<file path="src/rtl/pipe_mux_pkg.sv">
// Shared definitions for the pipelined N-input multiplexer.
package pipe_mux_pkg;

  localparam int ARB_EXT = 0;
  localparam int ARB_RR  = 1;

  // Select-field width for n channels; never narrower than one bit.
  function automatic int sel_width(input int n);
    int w;
    w = $clog2(n);
    return (w < 1) ? 1 : w;
  endfunction

endpackage

</file>
<file path="src/rtl/pipe_mux_n_rr_arbiter.sv">
// Combinational round-robin arbiter: first requester after ptr, cyclically.
module rr_arbiter
  import pipe_mux_pkg::*;
#(
  parameter  int NUM_IN = 4,
  localparam int SEL_W  = sel_width(NUM_IN)
) (
  input  logic [NUM_IN-1:0] req,
  input  logic [SEL_W-1:0]  ptr,
  output logic [SEL_W-1:0]  grant_idx,
  output logic              grant_any
);

  int unsigned          idx;
  logic [SEL_W-1:0]     cand;

  // Scan ptr+1 .. ptr+NUM_IN modulo NUM_IN; the first hit wins.
  always_comb begin
    grant_idx = '0;
    grant_any = 1'b0;
    idx       = 0;
    cand      = '0;
    for (int unsigned k = 1; k <= NUM_IN; k++) begin
      idx  = (32'(ptr) + k) % NUM_IN;
      cand = SEL_W'(idx);
      if (!grant_any && req[cand]) begin
        grant_any = 1'b1;
        grant_idx = cand;
      end
    end
  end

endmodule

</file>
<file path="src/rtl/pipe_mux_n.sv">
// N-input valid/ready multiplexer with one registered output stage.
module pipe_mux_n
  import pipe_mux_pkg::*;
#(
  parameter  int WIDTH    = 32,
  parameter  int NUM_IN   = 4,
  parameter  int ARB_MODE = ARB_EXT,
  localparam int SEL_W    = sel_width(NUM_IN)
) (
  input  logic                    clk,
  input  logic                    reset,
  input  logic [NUM_IN*WIDTH-1:0] in_data,
  input  logic [NUM_IN-1:0]       in_valid,
  output logic [NUM_IN-1:0]       in_ready,
  input  logic [SEL_W-1:0]        sel,
  output logic [WIDTH-1:0]        out_data,
  output logic                    out_valid,
  input  logic                    out_ready,
  output logic [SEL_W-1:0]        out_src
);

  logic              stage_ready;
  logic [SEL_W-1:0]  chosen;
  logic              chosen_ok;
  logic              take;
  logic [WIDTH-1:0]  next_data;

  assign stage_ready = !out_valid || out_ready;

  generate
    if (ARB_MODE == ARB_RR) begin : g_rr
      logic [SEL_W-1:0] rr_ptr;

      rr_arbiter #(.NUM_IN(NUM_IN)) u_arb (
        .req       (in_valid),
        .ptr       (rr_ptr),
        .grant_idx (chosen),
        .grant_any (chosen_ok)
      );

      // Pointer moves only on an accepted word, so a stall never skips a channel.
      always_ff @(posedge clk or posedge reset) begin
        if (reset)     rr_ptr <= SEL_W'(NUM_IN - 1);
        else if (take) rr_ptr <= chosen;
      end
    end else begin : g_ext
      assign chosen    = sel;
      assign chosen_ok = (32'(sel) < NUM_IN);
    end
  endgenerate

  // Ready goes only to the chosen channel, and never while in reset.
  always_comb begin
    in_ready  = '0;
    next_data = '0;
    for (int unsigned i = 0; i < NUM_IN; i++) begin
      in_ready[i] = !reset && stage_ready && chosen_ok && (chosen == SEL_W'(i));
      if (in_ready[i]) next_data = in_data[i*WIDTH +: WIDTH];
    end
  end

  assign take = |(in_valid & in_ready);

  // Output register: load on accept, drop valid when consumed, otherwise hold.
  always_ff @(posedge clk or posedge reset) begin
    if (reset) begin
      out_valid <= 1'b0;
      out_data  <= '0;
      out_src   <= '0;
    end else if (take) begin
      out_valid <= 1'b1;
      out_data  <= next_data;
      out_src   <= chosen;
    end else if (out_ready) begin
      out_valid <= 1'b0;
    end
  end

endmodule
</file>
<file path="config.mk">
export PLATFORM = sky130hd
export DESIGN_NAME = pipe_mux_n
export DESIGN_NICKNAME = d
export VERILOG_FILES = /design/src/rtl/pipe_mux_pkg.sv /design/src/rtl/pipe_mux_n_rr_arbiter.sv /design/src/rtl/pipe_mux_n.sv
export SDC_FILE = /design/constraint.sdc
export NUM_CORES = 1
export LEC_CHECK = 0
export BUFFER_PORTS_ARGS = -buffer_cell sky130_fd_sc_hd__buf_2
export CORE_MARGIN = 1
export CORE_UTILIZATION = 37
export DETAILED_ROUTE_END_ITERATION = 7
export PLACE_DENSITY = 0.89
export SLEW_MARGIN = 20
export SYNTH_ARGS = -nofsm -noshare
export SYNTH_HDL_FRONTEND = slang
export SYNTH_HIERARCHICAL = 1
export SYNTH_SLANG_ARGS = --single-unit
</file>
<file path="constraint.sdc">
create_clock -name clk -period 4.1 [get_ports clk]
set_input_delay 1.23 -clock clk [delete_from_list [all_inputs] [get_ports clk]]
set_output_delay 1.23 -clock clk [all_outputs]
set_load 0.05 [all_outputs]
</file>
# Yosys cells after proc, flatten, opt, wreduce, memory -nomap -nowiden
# Cells that the tools add are included.
[op_classes]
eq_ne = 3
muxes = 6
n_bitwise = 1
reduce_logical = 11
[op_table]
columns = ["op", "n"]
rows = [
  ["2-to-1 mux 32 bit", 4],
  ["logical AND 1 bit", 5],
  ["bitwise AND 4 bit", 1],
  ["== test 2 bit, second input constant", 2],
  ["OR reduction 4 bit", 1],
  ["== test 2 x 1 -> 1 bit, second input constant", 1],
  ["logical NOT 1 bit", 2],
  ["logical NOT 2 bit", 1],
  ["2-to-1 mux 1 bit", 2],
  ["nonzero test 2 bit", 1],
  ["logical OR 1 bit", 1],
]
[word_totals]
reg_bits = 35
input_bits = 137
wordCells = 24

# Depth between registers and ports, before layout
[depth]
ltp_word = 8
depth_mapped = 7
mapped_depth_nobuf = 3

# Worst setup path after synthesis
# No wires, ideal clock.
[synth_timing]
kind = "input to output"
startpoint = "input port reset"
endpoint = "output port in_ready[1]"
t_arrival_ps = 3211
t_required_ps = 2870
setup_slack_ps = -341
stages = 3
n_path_buf = 1
cell_sequence = "clkinv_1 -> clkbuf_1 -> and3_1"
[synth_via]
elab_chain_len = 3
[synth_rtl]
columns = ["item", "line", "text"]
rows = [
  ["start, declared", "pipe_mux_n.sv:11", "input logic reset,"],
  ["logical NOT 1 bit (no line)", "-", ""],
  ["logical AND 1 bit (2 in a row)", "pipe_mux_n.sv:57", "in_ready[i] = !reset && stage_ready && chosen_ok && (chosen == SEL_W'(i));"],
  ["end, declared", "pipe_mux_n.sv:14", "output logic [NUM_IN-1:0] in_ready,"],
]
# Every way passes these cells.

# Worst setup path after layout
[layout_timing]
startpoint = "input port sel[1]"
endpoint = "output port in_ready[3]"
[layout_via]
elab_chain_len = 2
[layout_rtl]
columns = ["item", "line", "text"]
rows = [
  ["start, declared", "pipe_mux_n.sv:15", "input logic [SEL_W-1:0] sel,"],
  ["== test 2 bit", "pipe_mux_n.sv:57", ""],
  ["logical AND 1 bit", "pipe_mux_n.sv:57", ""],
]
# Every way passes these cells.

==> flow_summary_export.csv <==
group,metric,value,unit
cells_and_area,fin_area,3341,um^2
setup_path,crit_fanout,19,
cells_and_area,layout-drive-gt1-share,65.81,%
clocking,ctsHoldBuffers,0,
logic_synthesis,netlist_instances,185,
die,initial_core_util,38.72,%
pwr,finalPower,1.564,mW
pwr,seqPwrFrac,31.2,%
worst_hold_path,whs_path_depth,1,
sta,drv_slew,0,
pwr,clockPowerShare,20.4,%
clocking,worstSkewPairLatency,0.28,ns
sta,final.setup_skew,0.009120,ns
cells_and_area,final_util,55.76,%
pwr,p_int,0.8874,mW
detailed_routing,vias_per_cell,5.516,
logic_synthesis,synth.most_common_cell,"dfrtp_1",
setup_path,arrival,2.26,ns
logic_synthesis,syn_avg_cell_area,12.54,um^2
die,die_area,6590,um^2
die,die_w,81.18,um
place,dp.cells,418,
sta,fin_tns_setup,0,ns
worst_hold_path,hold_class,"reg -> reg",
sta,period_share,85.00,%
detailed_routing,drt-pass1-iter-count,4,
cells_and_area,stdcell_count,426,
sta,relSlewSlack,45.52,%
global_routing,grt_max_degree,36,
cells_and_area,seq_area,875.8,um^2
setup_path,worstReg2RegStart,"out_valid$_DFFE_PP0P_",
setup_path,path_class,"in -> out",
logic_synthesis,synth-edff-count,0,
detailed_routing,drtAntennaViolNets,0,
global_routing,gr-usage-all-layers,20.94,%
detailed_routing,detail_route.wirelength,6.965,mm
global_routing,antenna_found_initial,0,
logic_synthesis,ys_warn_count,6,
place,place.gp.congestion,0.7997,
logic_synthesis,yosys-top-cells-count,"dfrtp_1 (35), a31oi_1 (30), mux4_2 (18)",
logic_synthesis,synth-seq-cells,35,
pwr,power_frac_comb,48.4,%
cells_and_area,synthToLayoutAreaGrowth,44.01,%
setup_path,critPathRequiredTime,2.87,ns
pwr,p_sw_share,43.27,%
sta,setup_viol,0,
logic_synthesis,syn_area,2320,um^2
sta,period_needed,3.485,ns
global_routing,grt_pass1_wl,10.23,mm
global_routing,grt_pass1_vias,2229,
logic_synthesis,yosys.area.top_type_share,37.76,%
setup_path,cp_slowest_stage_delay,0.39,ns
clocking,cts_sinks,35,
pwr,ir_worst_vdd,227.7,uV
die,io_pins,176,
setup_path,cp_num_cells,4,
setup_path,crit_buf_inv,2,
detailed_routing,first_iter_violations,53,
clocking,cts_max_level,2,
logic_synthesis,ys_types,22,
sta,rsz0062_at_grt,"no",
detailed_routing,vias,2350,
clocking,path_clk_slew,0.07,ns
setup_path,rr_worst_depth,4,
setup_path,crit_path_start_kind,"input pin",
die,rows,28,
sta,tightest_slew,0.8172,ns
pwr,p_leak,1.663,nW
detailed_routing,wire_per_inst,16.35,um
logic_synthesis,synth.area.top_cells,"dfrtp_1 (38%), mux4_2 (17%), mux2_4 (9.1%)",
cells_and_area,multi_input_area,1321,um^2
place,io_buffers,175,
place,dp_hpwl,5.520,mm
setup_path,path_cells,"buf_2, and2_1, and3_1, buf_2",
clocking,cts-resized-gates,0,
setup_path,crit_family,"buffers and inverters",
setup_path,cpMaxStageDelayCell,"buf_2",
logic_synthesis,async_reset_ff_share,100.0,%
pwr,p_sw,0.6767,mW
cells_and_area,nFillCells,532,
clocking,clk_path_buf_depth,2,
clocking,cts_tree,"done",
clocking,cts_buffers,5,
sta,hold_viol_final,0,
cells_and_area,diodes,0,
pwr,power.density,468.2,nW/um^2
run,maxCapViolations,0,
place,dpl_cell_area,3223,um^2
clocking,cts_setup_buffers,0,
detailed_routing,drc_errors,0,
setup_path,path_common_cell,"buf_2",
die,dieHeight,81.18,um
logic_synthesis,synth_fp_nets,322,
logic_synthesis,seq_area_frac_synth,37.76,%
setup_path,critPathCaptureType,"output port",
worst_hold_path,worstHoldStart,"out_src[1]$_DFFE_PP0P_",
sta,fmax,0.2869,GHz
logic_synthesis,synth_top_cell_by_area,"dfrtp_1",
cells_and_area,finalNetCount,487,
logic_synthesis,ys_dominant_reg_cell,"dfrtp_1",
outcome,status,"finished clean",
die,coreArea,5991,um^2
setup_path,critPathLaunch,"sel[1]",
clocking,cts_root_buf,"clkbuf_8",
global_routing,grt-ovfl-total,0,
registers in the layout, indices dropped and copies added (netlist names):
signal and flops:
out_src 2, out_valid 1, out_data 32
per-stage QoR:
step                hold slack, ns  setup slack [ns]
floorplan                   0.7838            0.2047
global placement            0.4688            0.6196
detailed placement          0.4776            0.6044
CTS                         0.4941            0.6066
global route                0.5187            0.5286
finish                      0.4964            0.6149
final timing paths:
check | to | slack, ns
max | in_ready[3] | 0.61
max in group asynchronous | out_data[0]$_DFFE_PP0P_ | 2.66
min in group asynchronous | out_data[6]$_DFFE_PP0P_ | 1.16
max reg2reg | out_data[17]$_DFFE_PP0P_ | 1.97
min reg2reg | out_src[1]$_DFFE_PP0P_ | 0.50
min | out_src[1]$_DFFE_PP0P_ | 0.50
cells in the final DEF, fill, tap and decap left out:
| cell | instances |
|---|---|
| mux2_4 | 14 |
| clkinv_2 | 1 |
| dfrtp_1 | 35 |
| a31oi_1 | 30 |
| nor3b_2 | 1 |
| nand4_1 | 15 |
| nand2b_1 | 1 |
| inv_2 | 1 |
| mux2i_1 | 15 |
| buf_2 | 175 |
| nand3_1 | 1 |
| buf_4 | 7 |
| and3_1 | 2 |
| nor3_2 | 1 |
| a2bb2oi_1 | 15 |
| mux4_2 | 18 |
| nand2_1 | 3 |
| and2_1 | 1 |
| and3_2 | 1 |
| mux2_2 | 5 |
| bufinv_16 | 1 |
| o2bb2ai_1 | 1 |
| nor2b_1 | 1 |
| clkbuf_8 | 6 |
power by group through the flow:
stage	Sequential (mW)	Clock [mW]	Combinational (mW)
2_1_floorplan	0.817	0	0.232
3_3_place_gp	0.491	0	0.745
3_5_place_dp	0.495	0	0.759
4_1_cts	0.489	0.328	0.762
5_1_grt	0.498	0.344	0.798
6_report	0.489	0.318	0.757
metal layers:
layer	global-route usage [%]	share of wire (%)	vias to the layer above
met5	0	0	-
met2	39.24	54	136
li1	-	-	1081
met4	9.107	1.9	0
met1	21.48	36	1121
met3	5.843	8.9	12
logic make-up (layout without fill, tap and decap cells):
| family | after synthesis | count (layout) | synth area share (%) |
|---|---|---|---|
| AO/OA/AOI/OAI | 46 | 46 | 14.13 |
| buffers and inverters | 25 | 191 | 5.771 |
| flip-flops | 35 | 35 | 37.76 |
| multiplexers | 52 | 52 | 35.44 |
| AND/OR/NAND/NOR | 27 | 27 | 6.904 |
area by class of cell:
| cell class | count | share of cell area (%) |
|---|---|---|
| clock buffer | 6 | 2.472 |
| clock inverter | 2 | 1.049 |
| inverter | 1 | 0.1124 |
| multi-input combinational | 125 | 39.55 |
| sequential | 35 | 26.22 |
| tap | 75 | 2.809 |
| timing repair buffer | 182 | 27.79 |
Power figures use the tool's default switching activity.
